**src/rtl/button_counter.sv**
```systemverilog
// Two-button (up/down) synchroniser, debouncer and modulo-2^WIDTH up/down counter.
// Optional auto-repeat while held is enabled by defining BUTTON_COUNTER_AUTOREPEAT_EN.
module button_counter #(
    parameter int WIDTH           = 8,
    parameter int DEBOUNCE_CYCLES = 500000,
    parameter int REPEAT_DELAY    = 25000000,
    parameter int REPEAT_PERIOD   = 5000000
) (
    input  logic             ipClk,
    input  logic             ipnReset,
    input  logic [1:0]       ipnButton,
    output logic [1:0]       opPressed,
    output logic [WIDTH-1:0] opCount
);

    localparam int DB_W = (DEBOUNCE_CYCLES > 2) ? $clog2(DEBOUNCE_CYCLES) : 1;
    localparam logic [DB_W-1:0] DB_LAST = DB_W'(DEBOUNCE_CYCLES - 1);

    logic [1:0]            sync1_q, sync1_d;
    logic [1:0]            sync2_q, sync2_d;
    logic [1:0]            stable_q, stable_d;
    logic [1:0]            pressed_q, pressed_d;
    logic [1:0][DB_W-1:0]  db_cnt_q, db_cnt_d;
    logic [WIDTH-1:0]      count_q, count_d;
    logic [1:0]            sync_s;
    logic [1:0]            press_s;

`ifdef BUTTON_COUNTER_AUTOREPEAT_EN
    localparam int RPT_MAX = (REPEAT_DELAY > REPEAT_PERIOD) ? REPEAT_DELAY : REPEAT_PERIOD;
    localparam int RPT_W   = (RPT_MAX > 2) ? $clog2(RPT_MAX) : 1;
    localparam logic [RPT_W-1:0] RPT_DELAY_LAST  = RPT_W'(REPEAT_DELAY - 1);
    localparam logic [RPT_W-1:0] RPT_PERIOD_LAST = RPT_W'(REPEAT_PERIOD - 1);

    logic [1:0][RPT_W-1:0] rpt_cnt_q, rpt_cnt_d;
    logic [1:0]            rpt_phase_q, rpt_phase_d;
    logic [1:0]            rpt_fire_s;
`endif

    // A configuration that breaks the debounce/repeat arithmetic shows up as this named scope.
    if (DEBOUNCE_CYCLES < 2 || REPEAT_DELAY < 1 || REPEAT_PERIOD < 1) begin : g_invalid_cfg
    end

    // Next-state logic: synchronise, debounce, pulse generation and count update.
    always_comb begin
        sync1_d  = ipnButton;
        sync2_d  = sync1_q;
        sync_s   = ~sync2_q;
        stable_d = stable_q;
        db_cnt_d = db_cnt_q;

        for (int i = 0; i < 2; i++) begin
            if (sync_s[i] == stable_q[i]) begin
                db_cnt_d[i] = '0;
            end else if (db_cnt_q[i] == DB_LAST) begin
                stable_d[i] = sync_s[i];
                db_cnt_d[i] = '0;
            end else begin
                db_cnt_d[i] = db_cnt_q[i] + DB_W'(1);
            end
        end

        // Only the released-to-pressed transition is an event.
        press_s = stable_d & ~stable_q;

`ifdef BUTTON_COUNTER_AUTOREPEAT_EN
        rpt_cnt_d   = rpt_cnt_q;
        rpt_phase_d = rpt_phase_q;
        rpt_fire_s  = 2'b00;
        for (int i = 0; i < 2; i++) begin
            if (stable_q[i] && stable_d[i]) begin
                if (rpt_cnt_q[i] == (rpt_phase_q[i] ? RPT_PERIOD_LAST : RPT_DELAY_LAST)) begin
                    rpt_fire_s[i]  = 1'b1;
                    rpt_cnt_d[i]   = '0;
                    rpt_phase_d[i] = 1'b1;
                end else begin
                    rpt_cnt_d[i] = rpt_cnt_q[i] + RPT_W'(1);
                end
            end else begin
                rpt_cnt_d[i]   = '0;
                rpt_phase_d[i] = 1'b0;
            end
        end
        pressed_d = press_s | rpt_fire_s;
`else
        pressed_d = press_s;
`endif

        case (pressed_d)
            2'b01:   count_d = count_q + WIDTH'(1);
            2'b10:   count_d = count_q - WIDTH'(1);
            default: count_d = count_q;
        endcase
    end

    // State registers with synchronous active-low reset.
    always_ff @(posedge ipClk) begin
        if (!ipnReset) begin
            sync1_q   <= 2'b11;
            sync2_q   <= 2'b11;
            stable_q  <= 2'b00;
            db_cnt_q  <= '0;
            pressed_q <= 2'b00;
            count_q   <= '0;
`ifdef BUTTON_COUNTER_AUTOREPEAT_EN
            rpt_cnt_q   <= '0;
            rpt_phase_q <= 2'b00;
`endif
        end else begin
            sync1_q   <= sync1_d;
            sync2_q   <= sync2_d;
            stable_q  <= stable_d;
            db_cnt_q  <= db_cnt_d;
            pressed_q <= pressed_d;
            count_q   <= count_d;
`ifdef BUTTON_COUNTER_AUTOREPEAT_EN
            rpt_cnt_q   <= rpt_cnt_d;
            rpt_phase_q <= rpt_phase_d;
`endif
        end
    end

    assign opPressed = pressed_q;
    assign opCount   = count_q;

endmodule

```
**config.mk**
```make
export PLATFORM = sky130hd
export DESIGN_NAME = button_counter
export DESIGN_NICKNAME = d
export VERILOG_FILES = /design/src/rtl/button_counter.sv
export SDC_FILE = /design/constraint.sdc
export NUM_CORES = 1
export LEC_CHECK = 0
export BUFFER_PORTS_ARGS = -buffer_cell sky130_fd_sc_hd__buf_2
export CAP_MARGIN = 20
export CORE_UTILIZATION = 40
export CTS_BUF_LIST = sky130_fd_sc_hd__clkbuf_8
export CTS_CLUSTER_DIAMETER = 40
export DETAILED_ROUTE_END_ITERATION = 8
export PLACE_DENSITY = 0.63
export SLEW_MARGIN = 15
export SYNTH_ARGS = -nofsm -noshare
export SYNTH_HDL_FRONTEND = slang
export SYNTH_SLANG_ARGS = --single-unit
```
**constraint.sdc**
```tcl
create_clock -name ipClk -period 3.4 [get_ports ipClk]
set_clock_uncertainty 0.1 [all_clocks]
set_input_delay 0.68 -clock ipClk [delete_from_list [all_inputs] [get_ports ipClk]]
set_output_delay 0.68 -clock ipClk [all_outputs]
set_load 0.01 [all_outputs]
```
* Yosys cells after proc, flatten, opt, wreduce, memory -nomap -nowiden
Cells that the tools add are included.
** Operators by class
- Add/subtract/negate cells :: 4
- Equality and inequality tests :: 6
- Mux-type cells :: 5
- Bitwise gates (word level) :: 4
- Reduce and logical (&&, ||, !) cells :: 3
** Operator list (count)
- adder 19 x 1 -> 19 bit, second input constant :: 2
- == test 19 bit, second input constant :: 2
- one-hot mux 8 bit (2 select lines) :: 1
- adder 8 x 1 -> 8 bit, second input constant :: 1
- subtractor 8 x 1 -> 8 bit, second input constant :: 1
- OR reduction 3 bit :: 2
- 2-to-1 mux 1 bit :: 4
- NOT 2 bit :: 2
- AND 2 bit :: 1
- == test 1 bit :: 2
- == test 2 x 1 -> 1 bit, second input constant :: 1
- == test 2 bit, second input constant :: 1
- nonzero test 2 bit :: 1
- NOT 1 bit :: 1
** Storage, ports and cells
- Register bits :: 54
- Bits of input ports :: 4
- Output and inout bits :: 10
- Word-level logic and storage cells :: 29

* Depth between registers and ports, before layout
Gate-level depths: netlist of the first run.
- Depth after elaboration :: 6
- Gate-level depth with buffers :: 14

* Worst setup path before layout of the first run
Ideal clock, no wire load.
- Path kind :: flip-flop to flip-flop
- From :: register db_cnt_q[19] in the netlist's numbering
- To :: register count_q[7] (netlist: opCount[7])
- Arrival :: 3.235 ns
- Required time :: 3.165 ns
- Path slack :: -0.070 ns
- Cell stages (with the launch flop) :: 14
- Buffers on the path :: 1
- Clock period less this slack :: 3.470 ns
- Cells stage by stage :: dfxtp_1 > ha_1 > and4_4 > nand2_1 > or4_1 > buf_2 > nor3_1 > ha_1 > ha_1 > a21o_1 > a31o_2 > o21a_1 > o311ai_0 > o41ai_1
** On the way
- Longest elaborated chain between the ends :: 6
- Elaborated cells on any way between the ends :: 8
- Classes of those cells :: eq/ne: 3; mux: 3; bitwise: 1; reduce/logical: 1
** RTL lines
- from (decl) :: line 23 : logic [1:0][DB_W-1:0] db_cnt_q, db_cnt_d;
- from (signal assigned) :: line 112 : db_cnt_q <= db_cnt_d;
- == test 19 bit (*) :: line 54 : end else if (db_cnt_q[i] == DB_LAST) begin
- 2-to-1 mux 1 bit (*) :: line 54
- 2-to-1 mux 1 bit (*) :: line 52 : if (sync_s[i] == stable_q[i]) begin
- AND 2 bit (*) :: line 63 : press_s = stable_d & ~stable_q;
- named net press_s[1] :: line 26 : logic [1:0] press_s;
- == test 2 bit or == test 2 x 1 -> 1 bit (tied branches) :: line 88 : case (pressed_d)
- one-hot mux 8 bit (2 select lines) or nonzero test 2 bit (tied branches)
- to (signal assigned) :: line 114 : count_q <= count_d;
- to (decl) :: line 24 : logic [WIDTH-1:0] count_q, count_d;
Mark *: on every way through the listed nets, which the timed path passes. The rest lies on a longest branch.
A chain may end at the register's enable or synchronous reset.

* Final worst setup path of the first run
- From :: register db_cnt_q[20] in the netlist's numbering
- To :: register count_q[4] (netlist: opCount[4])
The elaborated chain is that of the path after synthesis.

==> metrics.md, run 1 <==
| Metric | Value |
|---|---|
| Synth area leaders | dfxtp_1, nor2_1, xnor2_1, xor2_1, ha_1 |
| # fillers | 567 |
| Internal power | 0.000954 W |
| Worst slew margin | 50.6% |
| Largest net degree at the start of global routing | 20 |
| Worst path buffer plus inverter count | 1 |
| Area of the die | 0.00649 sq mm |
| Sequential-to-total area share from yosys stat | 43.8% |
| Tot Pwr | 0.00118 W |
| Via count | 1881 |
| Max cap viols | 0 |
| GRT Util Overall | 14.3% |
| Top FF cell, synth | dfxtp_1 |
| Power Density | 397 mW/mm^2 |
| GPL Wtd Cong | 0.766 |
| VDD IR max | 0.000179 V |
| Yosys reg bits | 54 |
| Async SR Flop Fraction | 0% |
| CTS tree | yes |
| Critical Path, Cell by Cell | ha_2 -> and4_4 -> nand2_1 -> or4_4 -> nor3_4 -> ha_4 -> buf_2 -> ha_2 -> o21a_1 -> o21a_1 -> or3_1 -> a21oi_1 |
| Synth cell count leaders | dfxtp_1, nor2_1, xnor2_1 |
| Crit path time final | 3.26 ns |
| Buffers on Ports | 13 |
| Sw frac | 18.8% |
| Die Height | 80.6 um |
| Synthesized cell area | 0.00247 sq mm |
| Comb pwr share | 1.3% |
| Highest clock rate | 306 MHz |
| YS warnings | 0 |
| Metal2 WL | 1940 um |
| Clk buf depth | 2 |
| CTS H-tree depth | 2 |
| WL met1 | 2240 um |
| Data arrival time of the critical path | 3.41 ns |
| Leakage | 1.04 nW |
| Vias per cell | 4.91 |
| Placement row count | 28 |
| Chip width | 80.6 um |
| Register area | 0.00108 sq mm |
| Root Buffer | clkbuf_8 |
| Switch Pwr | 0.000221 W |
| Setup TNS | 0 ns |
| Dpl ws | 0.0197 ns |
| CTS Buf Count | 5 |
| Setup violators final | 0 |
| Final hold vios | 0 |
| Nets | 321 |
| Status | finished, final reports clean |
| Wire length of the first global-routing pass | 7150 um |
| Critical path's largest stage delay | 0.57 ns |
| Clock slew at reported path FFs | 0.10 ns |
| CP endpoint kind | flip-flop |
| Initial antenna violation count | 0 |
| Grt ovf | 0 |
| WS Path Type | flip-flop to flip-flop |
| Netlist cell types | 42 |
| Top sig layer | met4 |
| Cell count after synthesis | 277 |
| Final ANT Viol Nets | 0 |
| Final HPWL DP | 2990 um |
| Wirelength per Cell | 11.5 um |
| Number of top-level pins | 14 |
| Final clock period utilization by the worst path | 96.0% |
| Area occupied by multi-input gates | 0.00142 sq mm |
| Critical path's slowest cell | or4_4 |
| Vias in the first global route | 1625 |
| Layout area overhead | 19.8% |
| Initial DRT Pass Iterations | 4 |
| Largest area contributor in the netlist | dfxtp_1 |
| Hold crit path type | flip-flop to flip-flop |
| Worst-margin pin slew | 0.739 ns |
| Setup crit start kind | flip-flop |
| Core footprint | 0.00596 sq mm |
| Data required, critical path | 3.54 ns |
| Synth top area share | 43.8% |
| # DRC | 0 |
| EDFF count, synth | 0 |
| Share of cells above drive strength 1 | 19.2% |
| Routed WL | 4400 um |
| Clock latency on the worst-skew pair | 0.31 ns |
| Utilization after layout | 49.7% |
| Slew Viols, Final | 0 |
| Setup WS post-layout | 0.137 ns |
| Post-Syn Nets | 291 |
| Met3 routed WL | 168 um |
| Critical Path Fanout Max | 6 |
| Family with the most delay on the worst path | simple AND/OR/NAND/NOR gates |
| Initial DRC Count | 60 |
| Diodes inserted | 0 |
| Seq pwr share | 54.2% |
| Initial Utilization | 41.5% |
| Synth Area per Inst | 8.92 sq um |
| Clk network pwr share | 44.5% |
| Most common cell in the netlist | dfxtp_1 |
| CTS Sinks | 54 |
==> cells in the final DEF, fill, tap and decap left out, types with 3 or more instances in the layout <==
master / instances
nor2_1: 52
dfxtp_1: 52
xnor2_1: 20
nand2_1: 19
xor2_1: 19
buf_4: 16
nand3_1: 14
buf_2: 14
nor3_1: 9
inv_1: 8
nand4_1: 8
clkbuf_8: 6
nand2b_1: 5
ha_4: 5
nor4_1: 4
nor2b_1: 4
o21a_1: 4
a21oi_1: 4
nor4b_1: 3
and4_1: 3
a21oi_2: 3
and3_1: 3
==> final cells by class <==
type / count / area share, %
repair buffers: 30 / 6.43
clock inverters: 2 / 2.03
multi-input cells: 208 / 47.9
clock buffers: 6 / 2.79
well taps: 75 / 3.17
inverters: 8 / 1.02
flip-flops and latches: 54 / 36.6
==> power groups by stage <==
stage	sequential [W]	combinational, W	clock (W)
after floorplan	0.000651	0.0000108	0
after global placement	0.000651	0.0000155	0
after detailed placement	0.000651	0.0000157	0
after CTS	0.000637	0.0000157	0.000537
after global routing	0.000638	0.0000174	0.000561
final	0.000637	0.0000155	0.000523
==> state kept, by name, indices dropped and copies added, names as in the netlist <==
signal / flops
sync1_q: 2
opCount: 8
sync2_q: 2
stable_q: 2
db_cnt_q: 38
opPressed: 2
==> stage by stage <==
step	cells	hold slack [ns]	instance area (sq um)
finish	383	0.310	2960
global placement	373	0.291	2740
floorplan	277	0.286	2500
detailed placement	373	0.300	2740
CTS	382	0.308	2900
global route	383	0.329	2960
==> per-layer routing <==
| metal | up-vias | track usage [%] |
|---|---|---|
| li1 | 1007 | - |
| met1 | 847 | 19.1 |
| met2 | 23 | 21.5 |
| met3 | 4 | 4.20 |
| met4 | 0 | 5.36 |
| met5 | - | 0 |
==> final timing paths <==
check / depth (start not counted) / from / to / slack, ns
worst min-delay path: 1 / sync1_q[1]$_SDFF_PN1_ / sync2_q[1]$_SDFF_PN1_ / 0.31
worst max register to register: 12 / db_cnt_q[20]$_SDFF_PP0_ / opCount[4]$_SDFFE_PN0P_ / 0.14
worst min register to register: 1 / sync1_q[1]$_SDFF_PN1_ / sync2_q[1]$_SDFF_PN1_ / 0.31
worst max-delay path: 12 / db_cnt_q[20]$_SDFF_PP0_ / opCount[4]$_SDFFE_PN0P_ / 0.14
==> worst register-to-register path, delay by kind of cell (launching register included) <==
| kind | cells | cell delay (ns) |
|---|---|---|
| DFF | 1 | 0.36 |
| AOI/OAI and AO/OA | 3 | 0.45 |
| buffers and inverters | 1 | 0.17 |
| and+or+nand+nor | 5 | 1.39 |
| adders and majority gates | 3 | 0.71 |
==> cell families (layout without fill, tap and decap cells) <==
family	count (synthesis)	count (layout)	share of synthesized area, %
buf+inv	15	46	2.68
compound gates	21	21	5.93
simple gates	137	137	28.0
xor+xnor	39	39	13.8
mux	1	1	0.405
fa+ha+maj	10	10	5.37
flops	54	54	43.8
==> timing repair <==
| item | CTS | global route |
|---|---|---|
| hold endpoints to repair | 0 | 0 |
| pin swaps | 1 | 4 |
| setup buffers | 1 | 1 |
| hold buffers | 0 | 0 |
| resized for setup | 3 | 13 |
| setup endpoints to repair | 2 | 4 |
Note: power is estimated with default switching activity, not from simulation.
==> run 2: changes to the inputs <==
CORE_ASPECT_RATIO = 0.9   (was not set)
SETUP_SLACK_MARGIN = 0.15   (was not set)
==> metrics.md, run 2 (synthesized netlist as in run 1, its figures left out) <==
| Metric | Value |
|---|---|
| Clk buf depth | 2 (unchanged) |
| Internal power | 0.000804 W (-16%) |
| Crit path time final | 3.27 ns (+0.00837 ns) |
| Slew Viols, Final | 0 (unchanged) |
| Final HPWL DP | 2940 um (-1.9%) |
| Setup crit start kind | flip-flop |
| Share of cells above drive strength 1 | 19.5% (+0.32 points) |
| WS Path Type | flip-flop to flip-flop |
| Critical path's largest stage delay | 0.57 ns (about the same) |
| Final ANT Viol Nets | 0 (unchanged) |
| Comb pwr share | 1.5% (+0.2 points) |
| Vias in the first global route | 1841 (+13%) |
| CP endpoint kind | flip-flop |
| Root Buffer | clkbuf_8 |
| # fillers | 557 (-1.8%) |
| Data required, critical path | 3.48 ns (-0.06 ns) |
| Core footprint | 0.00582 sq mm (-2.2%) |
| Initial DRC Count | 105 (+75%) |
| Leakage | 0.987 nW (-4.8%) |
| Area of the die | 0.00649 sq mm (about the same) |
| Power Density | 352 mW/mm^2 (-11%) |
| R2R Path Start | db_cnt_q[26]$_SDFF_PP0_ |
| Switch Pwr | 0.000216 W (-2.4%) |
| Vias per cell | 5.02 (+2.2%) |
| Commonest non-fill, non-tap cell in the layout | nor2_1 |
| Max cap viols | 0 (unchanged) |
| Wirelength per Cell | 11.9 um (+3.2%) |
| Status | finished, final reports clean |
| Clock latency on the worst-skew pair | 0.30 ns (about the same) |
| Via count | 1873 (-0.43%) |
| Reg2reg path depth | 10 (-2) |
| Largest net degree at the start of global routing | 20 (unchanged) |
| Placement row count | 26 (-7.1%) |
| Die Height | 76.5 um (-5.0%) |
| Sw frac | 21.2% (+2.3 points) |
| GRT Util Overall | 14.9% (+0.64 points) |
| RSZ-0062 raised after global routing | true |
| Final hold vios | 0 (unchanged) |
| Diodes inserted | 0 (unchanged) |
| Worst-margin pin slew | 0.719 ns (-0.0201 ns) |
| Family with the most delay on the worst path | simple AND/OR/NAND/NOR gates |
| CTS Buf Count | 5 (unchanged) |
| Initial antenna violation count | 0 (unchanged) |
| Number of top-level pins | 14 (unchanged) |
| Chip width | 84.8 um (+5.3%) |
| VDD IR max | 0.000213 V (+19%) |
| Worst path buffer plus inverter count | 0 (-1) |
| CTS Sinks | 54 (unchanged) |
| Utilization after layout | 49.7% (about the same) |
| Critical Path, Cell by Cell | or4_4 -> or4_4 -> nor3_4 -> ha_4 -> ha_4 -> a21o_1 -> a31o_2 -> o21a_1 -> o311ai_2 -> o41ai_1 |
| Highest clock rate | 306 MHz (-0.26%) |
| Setup TNS | 0 ns (unchanged) |
| Hold_sp | sync1_q[0]$_SDFF_PN1_ |
| Max reg flops | 38 (unchanged) |
| Critical path's slowest cell | or4_4 |
| Clock slew at reported path FFs | 0.10 ns (about the same) |
| Initial Utilization | 42.4% (+0.94 points) |
| Initial DRT Pass Iterations | 4 (unchanged) |
| Worst Hold End | sync2_q[0]$_SDFF_PN1_ |
| Hold crit path type | flip-flop to flip-flop |
| # DRC | 0 (unchanged) |
| CTS tree | yes |
| Critical path depth | 10 (-2) |
| Grt ovf | 0 (unchanged) |
| Seq pwr share | 62.5% (+8.3 points) |
| GPL Wtd Cong | 0.780 (+1.8%) |
| Layout area overhead | 17.2% |
| Reg2reg setup slack | 0.13 ns (about the same) |
| Nets | 316 (-1.6%) |
| Clk network pwr share | 36.0% (-8.5 points) |
| Most frequent cells in the layout | nor2_1, dfxtp_1, xnor2_1, nand2_1, xor2_1 |
| Wire length of the first global-routing pass | 8080 um (+13%) |
| Buffers on Ports | 13 (unchanged) |
| Reg2Reg Capture Point | opCount[7]$_SDFFE_PN0P_ |
| Worst slew margin | 51.9% (+1.3 points) |
| Worst hold path cell count | 1 (unchanged) |
| Critical Path Fanout Max | 6 (unchanged) |
| Routed WL | 4420 um (+0.50%) |
| Setup violators final | 0 (unchanged) |
| Data arrival time of the critical path | 3.36 ns (-0.05 ns) |
| Biggest register | db_cnt_q |
| Final clock period utilization by the worst path | 96.2% (+0.25 points) |
| CTS H-tree depth | 2 (unchanged) |
==> run 2: changes by cell type in the layout (fill, tap and decap cells not counted), moves of 2 or more <==
cell / previous run / this run
buf_4: 16 / 12
bufinv_16: 2 / 0
dfxtp_2: 2 / 4
dfxtp_1: 52 / 50
==> run 2: how the worst max path moves through the flow <==
stage                                        from                 endpoint  slack (ns)
after global routing      db_cnt_q[26]$_SDFF_PP0_  opCount[4]$_SDFFE_PN0P_     0.00009
after detailed placement  db_cnt_q[19]$_SDFF_PP0_  opCount[7]$_SDFFE_PN0P_        0.04
after floorplan           db_cnt_q[19]$_SDFF_PP0_  opCount[7]$_SDFFE_PN0P_        0.15
after global placement    db_cnt_q[19]$_SDFF_PP0_  opCount[7]$_SDFFE_PN0P_        0.10
final                     db_cnt_q[26]$_SDFF_PP0_  opCount[7]$_SDFFE_PN0P_        0.13
after CTS                 db_cnt_q[19]$_SDFF_PP0_  opCount[7]$_SDFFE_PN0P_        0.15
==> run 2: metal layers <==
metal	GRT usage [%]	wire length, um	vias up
li1	-	-	991
met1	21.0	2370	862
met2	23.3	1900	18
met3	4.01	125	2
met4	2.54	19	0
met5	0	0	-
==> run 2: worst reg2reg max path: cells and delay by family (launching register included) <==
family | cells | cell delay [ns]
adders and majority gates | 2 | 0.46
and+or+nand+nor | 3 | 1.30
AOI/OAI and AO/OA | 5 | 0.96
DFF | 1 | 0.35
==> run 2: what timing repair did <==
item,4_1_cts,5_1_grt
endpoints found under the setup margin,3,4
buffers inserted,3,5
resized for setup,9,7
hold buffers,0,0
pin swaps,1,6
==> run 2: stage by stage <==
step	hold WS, ns	setup slack [ns]	total power (W)	instance area, sq um	std cells
global placement	0.289	0.101	0.000666	2680	357
finish	0.310	0.128	0.00102	2890	373
global route	0.331	0.0000937	0.00106	2890	373
floorplan	0.286	0.152	0.000662	2530	277
detailed placement	0.295	0.0368	0.000666	2680	357
CTS	0.313	0.150	0.00104	2820	368
==> run 2: area by class of cell <==
class / count / area (sq um) / area share [%]
multi-input combinational: 208 / 1440 / 49.8
sequential: 54 / 1090 / 37.5
timing repair buffer: 25 / 155 / 5.36
tap: 70 / 87.6 / 3.03
clock buffer: 6 / 82.6 / 2.85
inverter: 8 / 30.0 / 1.04
clock inverter: 2 / 12.5 / 0.432
==> run 2: power by group through the flow <==
stage          logic [W]  clock network [W]  registers (W)
2_1_floorplan  0.0000108                  0       0.000651
3_3_place_gp   0.0000147                  0       0.000652
3_5_place_dp   0.0000146                  0       0.000652
4_1_cts        0.0000147           0.000384       0.000637
5_1_grt        0.0000174           0.000407       0.000638
6_report       0.0000153           0.000367       0.000637
